File: config.mk
export PLATFORM = sky130hd
export DESIGN_NAME = phase_sequencer
export DESIGN_NICKNAME = d
export VERILOG_FILES = /design/src/rtl/phase_seq_pkg.sv /design/src/rtl/mem_bus_mux.sv /design/src/rtl/phase_sequencer.sv
export SDC_FILE = /design/constraint.sdc
export NUM_CORES = 1
export LEC_CHECK = 0
export CELL_PAD_IN_SITES_DETAIL_PLACEMENT = 0
export CELL_PAD_IN_SITES_GLOBAL_PLACEMENT = 1
export CORE_ASPECT_RATIO = 1.5
export CORE_MARGIN = 2
export CORE_UTILIZATION = 14
export CTS_BUF_LIST = sky130_fd_sc_hd__clkbuf_8
export CTS_CLUSTER_DIAMETER = 50
export DETAILED_ROUTE_END_ITERATION = 12
export PLACE_DENSITY_LB_ADDON = 0.25
export SYNTH_ARGS = -nofsm -noshare
export SYNTH_HDL_FRONTEND = slang
export SYNTH_SLANG_ARGS = --single-unit
export TNS_END_PERCENT = 5
File: constraint.sdc
create_clock -name clock -period 1.5 [get_ports clock]
set_input_delay 0.15 -clock clock [delete_from_list [all_inputs] [get_ports clock]]
set_output_delay 0.15 -clock clock [all_outputs]
set_load 0.05 [all_outputs]
File: src/rtl/phase_seq_pkg.sv
// rtl/phase_seq_pkg.sv - shared types, defaults and helpers for the phase sequencer
package phase_seq_pkg;

  localparam int WORD_WIDTH_DEF = 16;
  localparam int MAX_TASKS      = 16;

  typedef enum logic [2:0] {
    ST_IDLE   = 3'd0,
    ST_ENABLE = 3'd1,
    ST_START  = 3'd2,
    ST_WAIT   = 3'd3,
    ST_NEXT   = 3'd4,
    ST_FINISH = 3'd5
  } phase_state_t;

  // Index of the lowest set bit; 0 when the vector is empty.
  function automatic logic [3:0] lowest_set(input logic [MAX_TASKS-1:0] v);
    lowest_set = 4'd0;
    for (int i = MAX_TASKS - 1; i >= 0; i--) begin
      if (v[i]) lowest_set = i[3:0];
    end
  endfunction

endpackage

File: src/rtl/mem_bus_mux.sv
// rtl/mem_bus_mux.sv - NUM_TASKS:1 memory bus mux, zero output unless grant is valid
module mem_bus_mux #(
  parameter int NUM_TASKS  = 4,
  parameter int WORD_WIDTH = 16
) (
  input  logic [NUM_TASKS*WORD_WIDTH-1:0] task_addr,
  input  logic [NUM_TASKS-1:0]            task_wr_en,
  input  logic [NUM_TASKS*WORD_WIDTH-1:0] task_wdata,
  input  logic [3:0]                      sel,
  input  logic                            grant,
  output logic [WORD_WIDTH-1:0]           mem_addr,
  output logic                            mem_wr_en,
  output logic [WORD_WIDTH-1:0]           mem_wdata
);

  always_comb begin
    mem_addr  = '0;
    mem_wr_en = 1'b0;
    mem_wdata = '0;
    for (int i = 0; i < NUM_TASKS; i++) begin
      if (grant && (sel == i[3:0])) begin
        mem_addr  = task_addr[i*WORD_WIDTH +: WORD_WIDTH];
        mem_wr_en = task_wr_en[i];
        mem_wdata = task_wdata[i*WORD_WIDTH +: WORD_WIDTH];
      end
    end
  end

endmodule

File: src/rtl/phase_sequencer.sv
// rtl/phase_sequencer.sv - round controller running masked tasks in index order, shared memory grant
// Optional watchdog per task enabled by defining PHASE_TIMEOUT_EN.
module phase_sequencer
  import phase_seq_pkg::*;
#(
  parameter int NUM_TASKS      = 4,
  parameter int WORD_WIDTH     = WORD_WIDTH_DEF,
  parameter int TIMEOUT_CYCLES = 1024
) (
  input  logic                            clock,
  input  logic                            rst,
  input  logic                            run,
  input  logic [NUM_TASKS-1:0]            task_mask,
  input  logic [NUM_TASKS-1:0]            task_done,
  input  logic [NUM_TASKS*WORD_WIDTH-1:0] task_addr,
  input  logic [NUM_TASKS-1:0]            task_wr_en,
  input  logic [NUM_TASKS*WORD_WIDTH-1:0] task_wdata,
  output logic [NUM_TASKS-1:0]            task_en,
  output logic [NUM_TASKS-1:0]            task_start,
  output logic [WORD_WIDTH-1:0]           mem_addr,
  output logic                            mem_wr_en,
  output logic [WORD_WIDTH-1:0]           mem_wdata,
  output logic [3:0]                      task_idx,
  output logic                            busy,
  output logic                            round_done,
  output logic                            timeout_err
);

  phase_state_t          state;
  logic [NUM_TASKS-1:0]  pending;
  logic [NUM_TASKS-1:0]  idx_onehot;
  logic [NUM_TASKS-1:0]  remaining;
  logic                  cur_done;
  logic                  grant;
  logic                  wd_expired;

  assign idx_onehot = NUM_TASKS'(1) << task_idx;
  assign remaining  = pending & ~idx_onehot;
  assign cur_done   = |(task_done & idx_onehot);
  assign grant      = (state == ST_ENABLE) || (state == ST_START) || (state == ST_WAIT);

`ifdef PHASE_TIMEOUT_EN
  localparam logic [WORD_WIDTH-1:0] WD_LIMIT = WORD_WIDTH'(TIMEOUT_CYCLES - 1);
  logic [WORD_WIDTH-1:0] wd_cnt;

  assign wd_expired = (state == ST_WAIT) && !cur_done && (wd_cnt == WD_LIMIT);

  always_ff @(posedge clock) begin
    if (rst) begin
      wd_cnt      <= '0;
      timeout_err <= 1'b0;
    end else if (state == ST_ENABLE) begin
      wd_cnt <= '0;
    end else if (state == ST_WAIT && !cur_done) begin
      if (wd_expired) timeout_err <= 1'b1;
      else            wd_cnt      <= wd_cnt + 1'b1;
    end
  end
`else
  assign wd_expired  = 1'b0;
  assign timeout_err = 1'b0;
`endif

  always_ff @(posedge clock) begin
    if (rst) begin
      state    <= ST_IDLE;
      pending  <= '0;
      task_idx <= '0;
    end else begin
      case (state)
        ST_IDLE: begin
          if (run) begin
            if (task_mask != '0) begin
              pending  <= task_mask;
              task_idx <= lowest_set(MAX_TASKS'(task_mask));
              state    <= ST_ENABLE;
            end else begin
              state <= ST_FINISH;
            end
          end
        end
        ST_ENABLE: state <= ST_START;
        ST_START:  state <= ST_WAIT;
        // done is only trusted here, so a level left over from a previous round is ignored
        ST_WAIT: begin
          if (cur_done || wd_expired) state <= ST_NEXT;
        end
        ST_NEXT: begin
          pending <= remaining;
          if (remaining != '0) begin
            task_idx <= lowest_set(MAX_TASKS'(remaining));
            state    <= ST_ENABLE;
          end else begin
            state <= ST_FINISH;
          end
        end
        ST_FINISH: state <= ST_IDLE;
        default:   state <= ST_IDLE;
      endcase
    end
  end

  assign task_en    = (state == ST_ENABLE) ? idx_onehot : '0;
  assign task_start = (state == ST_START)  ? idx_onehot : '0;
  assign busy       = (state != ST_IDLE);
  assign round_done = (state == ST_FINISH);

  mem_bus_mux #(
    .NUM_TASKS (NUM_TASKS),
    .WORD_WIDTH(WORD_WIDTH)
  ) u_mem_bus_mux (
    .task_addr (task_addr),
    .task_wr_en(task_wr_en),
    .task_wdata(task_wdata),
    .sel       (task_idx),
    .grant     (grant),
    .mem_addr  (mem_addr),
    .mem_wr_en (mem_wr_en),
    .mem_wdata (mem_wdata)
  );

endmodule
==> summary by stage <==
Outcome
The run finished, with violations left. The checks that failed: negative setup slack.

Critical path
STA classifies the critical path startpoint as a register. For the worst setup path, the data required time is around 1400 ps. The highest cell delay on the worst timing path is roughly 330 ps. The library cell appearing most often on the critical path is buf_12.

The cell with the largest stage delay on the worst path is dfxtp_2. At the worst endpoint, the arrival time is 1700 ps. The critical path class is reg2out. The critical path contains buffers and inverters numbering 2 combined. The family with the most delay on the worst path is compound AO/OA/AOI/OAI gates. The worst setup path is captured at an output pin. Walking the worst path, the cells encountered are o21bai_4 -> nor2_4 -> buf_12 -> a22oi_1 -> a31oi_4 -> buf_12. Of all nets on the critical path, the largest fanout is 20.

Timing
The final cycle utilization of the critical path is 1.23. The timing-limited maximum frequency is approximately 540 MHz. Across all hold checks on the routed design, the worst slack comes to 629 ps. The total setup violations reported at the end of the flow is 40. The count of endpoints failing hold in the final timing report came to 0. After layout, the worst setup slack is -351 ps. Setup repair after global routing could not meet its margin everywhere. For the final database, setup skew stands at approximately 2.2 ps.

The routed design could run at a clock period as short as around 1900 ps. The max-slew violation count is 0.

Global routing
The via count of the first global-routing pass is between 2,000 and 3,000. The maximum number of pins on one net before global-route repair is 35. The first global-routing pass estimated 14.9 mm of wire. The overall overflow remaining after global route is 0. The initial antenna violation count is 0. The total routing resource utilization after global routing is 0.152.

Pwr
The share of total power dissipated in sequential elements is 0.095. In this run the power spent charging and discharging nets is 1.26 mW. The total power density per cell area is around 590 nW/um^2. The analysis attributes to cell leakage a power of roughly 1.8 nW. The cell-internal power is between 1.5 and 2 mW. Of the total power, the share spent switching nets is 0.423.

Of the total power, combinational logic draws 0.812. The largest voltage drop on the vdd net is roughly 0.36 mV. The share of total power dissipated in the clock network is 0.092.

Floorplanning
The die is between 90 and 100 um wide. From bottom edge to top edge, the die measures 133 um. The region available for standard cell placement spans about 11,000 sq um. The area enclosed by the die boundary is between 10,000 and 15,000 sq um. The placement row count is 47. The initial utilization of the core area, before any placement, comes to 0.142. The number of ports placed on the die boundary is roughly 190.

Clock network
The number of clock sinks is 9. Clock tree synthesis inserted a total of 3 buffers. TritonCTS built the clock tree. No sink is reached through more buffers than the 2 on the longest clock path. The clock network latency to the later pin of the worst-skew pair is around 230 ps. Clock-pin slew was measured on the worst setup and hold paths at approximately 40 ps. The tree is rooted in a clkbuf_8. In this run the number of H-tree levels came out at 1. For this design, the CTS-stage hold fixing added 0 buffers.

Route
The post-route DRC violation count is 0. The final routed wire length divided by cell count is 16.2 um. The routed via count divided by cell count is roughly 4.6. The overall routed net length is a little under 10 mm. For this block, the via count after detailed routing is 2,802.

The antenna violation net count after detailed routing is 0. After the first detailed-routing iteration, the DRC count stood at 60. The first detailed-routing pass ran for 4 iterations.

Synthesis
The most frequently used cell type in the post-synthesis netlist is a22oi_1. Yosys attributes the largest share of cell area to a22oi_1 24%, dfxtp_1 12%, nand2_1 11%, nor2_1 8.0%, a31oi_1 6.8%. The count of warnings emitted by yosys is 0. A synthesized cell averages between 6 and 7 sq um. After synthesis the cells add up to between 1500 and 2000 sq um. The cell type with the largest total area after synthesis is a22oi_1. The distinct cell type count of the synthesized netlist is 49.

The share of synthesized area in the top cell type comes to 0.236. The sequential-to-total area share from yosys stat is 0.116. The cell count after synthesis came out at 238.

The most used flip-flop cell after synthesis is dfxtp_1. The number of flops mapped to enable cells by yosys is 0. The synthesized flop and latch total is 9. By count the netlist is led by 49 x a22oi_1, 46 x nand2_1, 33 x nor2_1. The proportion of register bits with asynchronous set or reset after synthesis is 0.

Hold path
The type of the worst min-delay path is reg2reg.

Final layout
Relative to the synthesized area, the layout overhead comes to 225%. The repair_antennas step left the layout with diodes totalling 0. The total of fill cells in the finished design is approximately 1,100. The area of all placed cells without fillers is roughly 5100 sq um. Once layout is complete, the utilization of the core stands at 0.463. The net count of the finished layout is 603. Of the cells placed in the final design, the portion with a size suffix greater than 1 is 0.425.

Place
Once placement finished, the instance area stood at 4790 sq um. Routability-driven placement finished with a final weighted congestion of 0.803. Input and output buffers added on the ports amount to approximately 190.

The pre-CTS worst setup slack is -149 ps. The half-perimeter wire length after detailed placement is 8.00 mm.

Run
Across the run, the number of max-cap violations was 0.
==> placed cells by master (no fill, tap or decap), types with 3 or more instances in the layout <==
cell type,n
dfxtp_1,4
nand2b_4,3
inv_1,4
buf_4,39
buf_6,4
a22oi_2,27
clkbuf_8,3
a22oi_1,22
nor2_4,4
a31oi_4,17
nor2_1,24
clkdlybuf4s50_1,142
conb_1,3
dfxtp_2,3
a32o_1,3
nand2_1,29
nand2_2,17
buf_12,51
a21oi_1,4
nor2_2,6
==> flip-flops by register name (all words and copies together) (netlist names) <==
| name | cells |
|---|---|
| task_idx | 2 |
| pending | 4 |
| state | 3 |
==> routing by layer <==
metal	up-vias	GRT usage	wire, um
li1	1342	-	-
met1	1316	0.153	3270
met2	127	0.311	5770
met3	17	0.0288	554
met4	0	0.0410	223
met5	-	0	0
==> timing repair <==
action	4_1_cts	5_1_grt
setup endpoints to repair	45	46
cloned	0	3
pin swaps	7	9
endpoints found under the hold margin	0	0
buffers inserted	0	0
gates resized for setup	19	23
==> worst paths after layout <==
path	from	to	slack, ps	cells past startpoint
min reg2reg	state[2]	state[1]	630	2
max	state[1]	mem_wdata[1]	-350	6
max reg2reg	task_idx[0]	state[2]	-70	5
min	state[2]	state[1]	630	2
==> through the flow <==
step	instances	TNS (ps)	power [mW]
after floorplan	240	-7360	1.42
after global placement	599	-2570	2.63
after detailed placement	599	-3300	2.65
after CTS	603	-10690	2.97
after global routing	606	-12470	3.09
final	606	-9840	2.97
==> final cells by class <==
type,instances,area [sq um],share of cell area
Tap cell,147,184,0.0363
Clock buffer,3,41.3,0.00815
Timing Repair Buffer,239,2850,0.562
Inverter,3,11.3,0.00222
Multi-Input combinational cell,204,1790,0.353
Clock inverter,1,3.75,0.000741
Sequential cell,9,191,0.0378
==> kinds of logic (layout without fill, tap and decap cells) <==
logic type      Yosys count  count (layout)  share of synthesized area
other cells               1               3                    0.00241
compound gates           94              94                      0.459
mux                       3               3                     0.0281
simple gates            104             104                      0.306
buf+inv                  27             246                     0.0892
flops                     9               9                      0.116
==> power by group through the flow <==
stage	clock network (mW)	registers (mW)	logic (mW)
2_1_floorplan	0	0.292	1.12
3_3_place_gp	0	0.283	2.35
3_5_place_dp	0	0.284	2.36
4_1_cts	0.281	0.281	2.40
5_1_grt	0.292	0.285	2.52
6_report	0.274	0.284	2.42
==> worst reg2reg max path, cell delays in order (launching register included) <==
cell,delay (ps)
dfxtp_4,350
buf_6,130
or4b_4,470
o22ai_4,150
o21ai_2,80
a2111oi_2,280
(Power assumes the default switching activity.)
